**config.mk**
```make
export PLATFORM = sky130hd
export DESIGN_NAME = hazard_stall_ctrl
export DESIGN_NICKNAME = d
export VERILOG_FILES = /design/src/rtl/hazard_stall_ctrl.sv
export SDC_FILE = /design/constraint.sdc
export NUM_CORES = 1
export LEC_CHECK = 0
export CAP_MARGIN = 20
export CORE_ASPECT_RATIO = 1.25
export CORE_UTILIZATION = 52
export CTS_CLUSTER_DIAMETER = 40
export CTS_CLUSTER_SIZE = 8
export DETAILED_ROUTE_END_ITERATION = 7
export DONT_BUFFER_PORTS = 1
export HOLD_SLACK_MARGIN = 0.08
export PLACE_DENSITY = 0.7
export SKIP_CTS_REPAIR_TIMING = 1
export SLEW_MARGIN = 10
export SYNTH_ARGS = -nofsm -noshare
export SYNTH_HDL_FRONTEND = slang
export SYNTH_SLANG_ARGS = --single-unit
export TNS_END_PERCENT = 20
```
**constraint.sdc**
```tcl
create_clock -name clk -period 1.75 [get_ports clk]
set_input_delay 0.2625 -clock clk [delete_from_list [all_inputs] [get_ports clk]]
set_output_delay 0.2625 -clock clk [all_outputs]
set_load 0.02 [all_outputs]
```
**src/rtl/hazard_stall_ctrl.sv**
```systemverilog
// Hazard/stall controller for the 5-stage PCPU: load-use bubbles, dmem-wait freeze
// with timeout, redirect flushes, and saturating stall/flush counters.
//
//   state    | meaning
//   ---------+-----------------------------------------------------------
//   RUN      | normal flow; load-use and redirect rules apply
//   MEM_WAIT | MEM access outstanding; pipeline frozen until dmem_ready
//   ERR      | dmem wait hit MAX_WAIT; frozen until rst, mem_timeout high
module hazard_stall_ctrl #(
  parameter int MAX_WAIT = 16,
  parameter int CNT_W    = 16
) (
  input  logic             clk,
  input  logic             rst,
  input  logic [4:0]       ID_rs1,
  input  logic [4:0]       ID_rs2,
  input  logic             ID_use_rs1,
  input  logic             ID_use_rs2,
  input  logic [4:0]       EX_rd,
  input  logic             EX_MemRead,
  input  logic             EX_redirect,
  input  logic             MEM_req,
  input  logic             dmem_ready,
  output logic             PC_write,
  output logic             IF_ID_write,
  output logic             IF_ID_flush,
  output logic             ID_EX_write,
  output logic             ID_EX_flush,
  output logic             EX_MEM_write,
  output logic             MEM_WB_bubble,
  output logic             mem_timeout,
  output logic [CNT_W-1:0] stall_cycles,
  output logic [CNT_W-1:0] flush_count
);

  localparam int WAIT_W = $clog2(MAX_WAIT + 1);

  typedef enum logic [1:0] {RUN, MEM_WAIT, ERR} state_t;

  state_t             state, state_nxt;
  logic [WAIT_W-1:0]  wait_cnt, wait_cnt_nxt;
  logic               freeze;
  logic               load_use;
  logic               redirect_act;

  assign freeze = (state == RUN && MEM_req && !dmem_ready) ||
                  (state == MEM_WAIT && !dmem_ready) ||
                  (state == ERR);

  assign load_use = EX_MemRead && (EX_rd != 5'd0) &&
                    ((ID_use_rs1 && ID_rs1 == EX_rd) || (ID_use_rs2 && ID_rs2 == EX_rd));

  // A redirect during freeze is dropped here; EX holds it and re-presents it later.
  assign redirect_act = !freeze && EX_redirect;

  assign mem_timeout = (state == ERR);

  always_ff @(posedge clk or posedge rst) begin
    if (rst) begin
      state    <= RUN;
      wait_cnt <= '0;
    end else begin
      state    <= state_nxt;
      wait_cnt <= wait_cnt_nxt;
    end
  end

  always_comb begin
    state_nxt    = state;
    wait_cnt_nxt = wait_cnt;
    case (state)
      RUN: begin
        if (MEM_req && !dmem_ready) begin
          state_nxt    = MEM_WAIT;
          wait_cnt_nxt = WAIT_W'(1);
        end
      end
      MEM_WAIT: begin
        if (dmem_ready) begin
          state_nxt    = RUN;
          wait_cnt_nxt = '0;
        end else if (wait_cnt == WAIT_W'(MAX_WAIT)) begin
          state_nxt = ERR;
        end else begin
          wait_cnt_nxt = wait_cnt + WAIT_W'(1);
        end
      end
      ERR: begin
        state_nxt = ERR;
      end
      default: begin
        state_nxt    = RUN;
        wait_cnt_nxt = '0;
      end
    endcase
  end

  always_comb begin
    PC_write      = 1'b1;
    IF_ID_write   = 1'b1;
    IF_ID_flush   = 1'b0;
    ID_EX_write   = 1'b1;
    ID_EX_flush   = 1'b0;
    EX_MEM_write  = 1'b1;
    MEM_WB_bubble = 1'b0;
    if (freeze) begin
      PC_write      = 1'b0;
      IF_ID_write   = 1'b0;
      ID_EX_write   = 1'b0;
      EX_MEM_write  = 1'b0;
      MEM_WB_bubble = 1'b1;
    end else if (EX_redirect) begin
      IF_ID_flush = 1'b1;
      ID_EX_flush = 1'b1;
    end else if (load_use) begin
      PC_write    = 1'b0;
      IF_ID_write = 1'b0;
      ID_EX_flush = 1'b1;
    end
  end

  always_ff @(posedge clk or posedge rst) begin
    if (rst) begin
      stall_cycles <= '0;
      flush_count  <= '0;
    end else begin
      if (!PC_write && !(&stall_cycles))
        stall_cycles <= stall_cycles + CNT_W'(1);
      if (redirect_act && !(&flush_count))
        flush_count <= flush_count + CNT_W'(1);
    end
  end

endmodule
```
==> results.py, run 1 <==
metrics = {
    "run_status": {
        "status": "finished with violations",
        "violations": "negative setup slack",
    },
    "critical_path": {
        "cp-start-kind": "flip-flop",
        "critical_path.reg2reg.endpoint": "flush_count[1]",
        "arrival_ns": 1.70,
        "crit_top_cell": "nand2_4",
        "max_stage_delay_ns": 0.41,
        "worstRegToRegCells": 8,
        "worst-path-buf-inv": 3,
        "regToRegSetupSlack_ns": -0.17,
        "cp.required_ns": 1.49,
        "crit_slowest_cell": "dfrtp_1",
        "worstSetupPathType": "reg -> out",
        "r2r-start": "state[0]",
        "path_delay_family": "flip-flops",
        "worstPathMaxFanout": 7,
        "crit_chain": "or2_1 > buf_6 > nand2_4 > nand2_4 > a21oi_4 > buf_12 > buf_8",
        "crit_start": "state[0]",
        "endpoint_kind": "output pin",
    },
    "clock_tree": {
        "cts_sinks": 39,
        "cts_max_level": 2,
        "clk_pin_slew_ns": 0.08,
        "ctsLongestPathBuffers": 2,
        "cts_tree": "built",
        "cts_root_buf": "clkbuf_8",
        "numCtsBuffers": 5,
        "insertion_delay_ns": 0.30,
    },
    "yosys": {
        "ys_ff_latch": 39,
        "synthesis.nets": 229,
        "synthAdderAreaFrac": 0.0241,
        "yosysMostFrequentCell": "dfrtp_1",
        "synthTopCellsByCount": "dfrtp_1, nand2_1, xor2_1",
        "synth_flop_cell": "dfrtp_1",
        "synth_compound_area_frac": 0.0704,
        "synth_enable_flop_cells": 0,
        "async_flop_share": 1.00,
        "yosysUniqueCellTypes": 39,
        "synthSimpleGateAreaFrac": 0.212,
        "synth_top_area_share": 0.469,
        "synthMuxAreaShare": 0.0199,
        "netlist_area_um2": 2080,
        "ys_seq_area_frac": 0.469,
        "synth_top_family_by_area": "simple AND/OR/NAND/NOR gates",
        "ys.warnings.count": 0,
        "synth_area_per_cell_um2": 10.3,
        "synth_xor_area_frac": 0.177,
        "syn-instance-count": 202,
        "synthTopCellsByArea": "dfrtp_1, xor2_1, xnor2_1",
        "synth_top_area_cell": "dfrtp_1",
    },
    "layout": {
        "fin_util": 0.763,
        "antenna_cells": 0,
        "area_growth_pct": 40.0,
        "drive_above_1_share": 0.375,
        "fin_area_um2": 2910,
        "nNetsFinal": 301,
    },
    "sta": {
        "setup_slack_ns": -0.208,
        "min_period_over_period": 1.12,
        "setup_viol": 23,
        "slew_headroom": 0.672,
        "min_period_ns": 1.96,
        "drv_slew": 0,
        "worst_pin_slew_ns": 0.491,
        "finalClockSkew_ns": 0.00671,
        "timing.fmax_ghz": 0.511,
        "hold_viol": 0,
        "hold_ws_ns": 0.151,
        "rsz0062_at_grt": "true",
    },
    "floorplanning": {
        "die_area_um2": 4260,
        "ioPinCount": 63,
        "die_y_um": 72.7,
        "row_count": 25,
        "dieWidth_um": 58.6,
        "core_um2": 3820,
        "start_util": 0.545,
    },
    "global_routing": {
        "grt-ovfl-total": 0,
        "antenna_found_initial": 0,
        "grt_first_pass_wirelength_um": 7910,
        "grt_usage": 0.245,
        "first_global_vias": 1794,
        "grt_max_degree": 40,
    },
    "detailed_routing": {
        "vias": 1774,
        "routed_wl_um": 5300,
        "drt_iter0_drc": 58,
        "drt-vias-per-instance": 5.39,
        "drc": 0,
        "firstDrtPassIters": 4,
        "wl_per_cell_um": 16.1,
        "ant_nets": 0,
    },
    "min_path": {
        "holdPathEnd": "state[0]",
        "hold_depth": 3,
        "min-delay-start": "dmem_ready",
        "hp-class": "in -> reg",
    },
    "placed_design": {
        "dp_hpwl_um": 3770,
        "placed_area_um2": 2630,
        "gp_congestion": 0.836,
        "port_buffers": 0,
    },
    "power_and_ir_drop": {
        "finalPower_mw": 3.47,
        "static-leakage-power_nw": 1.29,
        "p_per_area_nw_per_um2": 1190,
        "peakVddDrop_mv": 0.878,
    },
    "flow_run": {
        "cap_violations": 0,
    },
}
-- layout by cell type (no fill, tap or decap), types with 3 or more instances in the layout --
| master | instances |
|---|---|
| clkbuf_8 | 5 |
| o21ai_0 | 6 |
| buf_12 | 3 |
| mux2_4 | 3 |
| nand3_1 | 13 |
| inv_1 | 7 |
| xor2_1 | 22 |
| nor2_1 | 8 |
| dfrtp_1 | 35 |
| nand2_1 | 22 |
| buf_4 | 59 |
| nand4_1 | 8 |
| dfrtp_2 | 4 |
| nor3_1 | 7 |
| xnor2_1 | 20 |
| buf_6 | 3 |
-- registers in the layout, summed over array words and instances (netlist names) --
| name | flops |
|---|---|
| flush_count | 16 |
| stall_cycles | 16 |
| wait_cnt | 5 |
| state | 2 |
-- power breakdown --
group	internal (mW)	total (mW)	switching [mW]	leakage [nW]
logic	0.714	1.57	0.860	0.771
registers	1.13	1.29	0.156	0.475
clock network	0.280	0.607	0.327	0.0422
total	2.13	3.47	1.34	1.29
-- area by class of cell --
type                       count  area (um2)
sequential                    39         981
clock inverter                 1        5.00
fill                         273         905
tap                           54        67.6
multi-input combinational    152        1150
inverter                       7        26.3
timing repair buffer          69         602
clock buffer                   7        76.3
-- per-layer routing --
metal	routed length, um	global-route usage	part of all wire
met5	0	0	0
met4	85	0.0926	0.016
met3	275	0.0762	0.052
met2	2920	0.432	0.55
met1	2020	0.273	0.38
-- worst reg2reg max path, delay by kind of cell (launching register included) --
kind | cells | cell delay [ns]
flops | 1 | 0.41
buf+inv | 3 | 0.44
simple gates | 3 | 0.39
compound gates | 1 | 0.27
mux | 1 | 0.30
-- metrics by stage --
| step | setup TNS, ns | worst slack [ns] | cells |
|---|---|---|---|
| after CTS | -2.23 | -0.302 | 320 |
| final | -2.26 | -0.208 | 329 |
| after global routing | -4.41 | -0.255 | 329 |
| after global placement | -0.115 | -0.0390 | 312 |
| after floorplan | -0.0745 | -0.0315 | 202 |
| after detailed placement | -0.694 | -0.118 | 312 |
-- cells by family after synthesis --
| kind of cell | Yosys count |
|---|---|
| XOR/XNOR | 42 |
| adder cells (fa/ha/maj) | 4 |
| flip-flops | 39 |
| multiplexers | 3 |
| buffers and inverters | 11 |
| AND/OR/NAND/NOR | 85 |
| AO/OA/AOI/OAI | 18 |
-- worst max-delay path by stage --
stage,end,cells after the start,slack [ns]
6_report,IF_ID_write,7,-0.21
5_1_grt,IF_ID_write,7,-0.25
4_1_cts,ID_EX_flush,7,-0.30
2_1_floorplan,flush_count[1],4,-0.03
3_3_place_gp,stall_cycles[1],7,-0.04
3_5_place_dp,flush_count[8],7,-0.12
Note: power is estimated with default switching activity, not from simulation.
==> run 2: changes to the inputs <==
CORE_UTILIZATION = 40   (was 52)
CTS_CLUSTER_SIZE = unset   (was 8)
PLACE_DENSITY = unset   (was 0.7)
==> run 2 against run 1 <==
Compared with the run above: the flow still finishes with violations (negative setup slack); maximum frequency is 8.3% higher; register-to-register slack better by 0.14 ns; clock power increased by 12%; worst hold slack improved by 0.016 ns; highest routed layer unchanged; critical path type unchanged; global-route usage down 6.4 points; die area is 29% higher.
==> results.py, run 2 (synthesized netlist as in run 1, its figures left out) <==
metrics = {
    "run_status": {
        "status": "finished with violations",
        "violations": "negative setup slack",
    },
    "critical_path": {
        "critical_path.reg2reg.endpoint": "flush_count[7]",
        "worstSetupPathType": "reg -> out",
        "worstPathMaxFanout": 3,
        "worstRegToRegCells": 6,
        "endpoint_kind": "output pin",
        "regToRegSetupSlack_ns": -0.03,
        "arrival_ns": 1.55,
        "r2r-start": "state[0]",
        "cp-start-kind": "flip-flop",
        "crit_start": "state[0]",
        "cp.required_ns": 1.49,
    },
    "detailed_routing": {
        "wl_per_cell_um": 13.9,
        "drt-vias-per-instance": 5.11,
        "routed_wl_um": 4610,
        "drt_iter0_drc": 69,
        "drc": 0,
        "ant_nets": 0,
        "firstDrtPassIters": 4,
        "vias": 1690,
    },
    "clock_tree": {
        "insertion_delay_ns": 0.29,
        "clk_pin_slew_ns": 0.07,
        "cts_tree": "built",
        "cts_max_level": 2,
        "cts_sinks": 39,
        "ctsLongestPathBuffers": 2,
        "cts_root_buf": "clkbuf_8",
        "numCtsBuffers": 5,
    },
    "min_path": {
        "min-delay-start": "dmem_ready",
        "hold_depth": 3,
        "hp-class": "in -> reg",
        "holdPathEnd": "state[0]",
    },
    "sta": {
        "setup_slack_ns": -0.0582,
        "min_period_over_period": 1.03,
        "hold_ws_ns": 0.167,
        "rsz0062_at_grt": "true",
        "hold_viol": 0,
        "finalClockSkew_ns": 0.00477,
        "slew_headroom": 0.665,
        "worst_pin_slew_ns": 0.503,
        "min_period_ns": 1.81,
        "drv_slew": 0,
        "setup_viol": 5,
        "timing.fmax_ghz": 0.553,
    },
    "layout": {
        "fillers": 465,
        "multi_input_area_um2": 1150,
        "layout_commonest_cell": "buf_4",
        "mostFrequentLayoutCells": "buf_4, dfrtp_1, xor2_1",
        "antenna_cells": 0,
        "reg.largest.list": "flush_count x16, stall_cycles x16, wait_cnt x5",
        "area_growth_pct": 37.7,
        "seqCellArea_um2": 981,
        "layoutNonFillerInstCount": 331,
        "drive_above_1_share": 0.379,
        "nNetsFinal": 295,
    },
    "power_and_ir_drop": {
        "p_per_area_nw_per_um2": 1220,
        "static-leakage-power_nw": 1.25,
        "peakVddDrop_mv": 0.701,
        "finalPower_mw": 3.51,
    },
    "placed_design": {
        "dp_cells": 319,
        "port_buffers": 0,
        "dp_hpwl_um": 3450,
        "dp_slack_ns": -0.0712,
        "gp_congestion": 0.757,
    },
    "floorplanning": {
        "die_y_um": 82.6,
        "core_um2": 5040,
        "dieWidth_um": 66.5,
        "die_area_um2": 5490,
        "ioPinCount": 63,
        "row_count": 29,
        "start_util": 0.412,
    },
    "global_routing": {
        "grt-ovfl-total": 0,
        "grt_max_degree": 40,
        "antenna_found_initial": 0,
        "grt_usage": 0.181,
        "grt_first_pass_wirelength_um": 7320,
        "first_global_vias": 1619,
    },
    "flow_run": {
        "cap_violations": 0,
    },
}
## run 2: cell types whose count changed in the layout (fill, tap and decap cells not counted), moves of 2 or more
cell / delta
clkbuf_8: +2
buf_4: -4
nand2_2: +3
nand2_1: -2
## run 2: worst max-delay path: stages (launching register included)
cell and delay [ns]:
dfrtp_1 0.39, or2_4 0.26, buf_6 0.12, a211oi_4 0.24
buf_4 0.14, buf_6 0.10
## run 2: where the power goes
part / internal [mW] / switching [mW]
combinational: 0.714 / 0.837
clock: 0.360 / 0.317
sequential: 1.13 / 0.144
## run 2: metal layers
layer,routed length (um),GRT usage,up-vias
met5,0,0,-
met2,2470,0.336,43
met3,289,0.0632,6
met4,66,0.0638,0
li1,-,-,829
met1,1780,0.185,812
## run 2: how the worst max path moves through the flow
stage | slack [ns] | cells past startpoint | to
3_5_place_dp | -0.07 | 7 | stall_cycles[12]
4_1_cts | -0.15 | 6 | IF_ID_write
6_report | -0.06 | 5 | IF_ID_flush
2_1_floorplan | -0.03 | 4 | flush_count[1]
5_1_grt | -0.11 | 5 | IF_ID_flush
3_3_place_gp | -0.06 | 7 | stall_cycles[1]
## run 2: stage by stage
step                 util  cell area, um2  TNS, ns
floorplan               -            2140  -0.0745
global placement    0.525            2650   -0.312
detailed placement  0.525            2650   -0.469
CTS                 0.545            2750    -1.09
global route        0.568            2860   -0.999
finish              0.568            2860   -0.143
## run 2: area by class of cell
type / count / share of cell area
Clock buffer: 8 / 0.0349
Sequential cell: 39 / 0.343
Tap cell: 62 / 0.0271
Inverter: 7 / 0.0105
Multi-Input combinational cell: 152 / 0.402
Timing Repair Buffer: 63 / 0.183
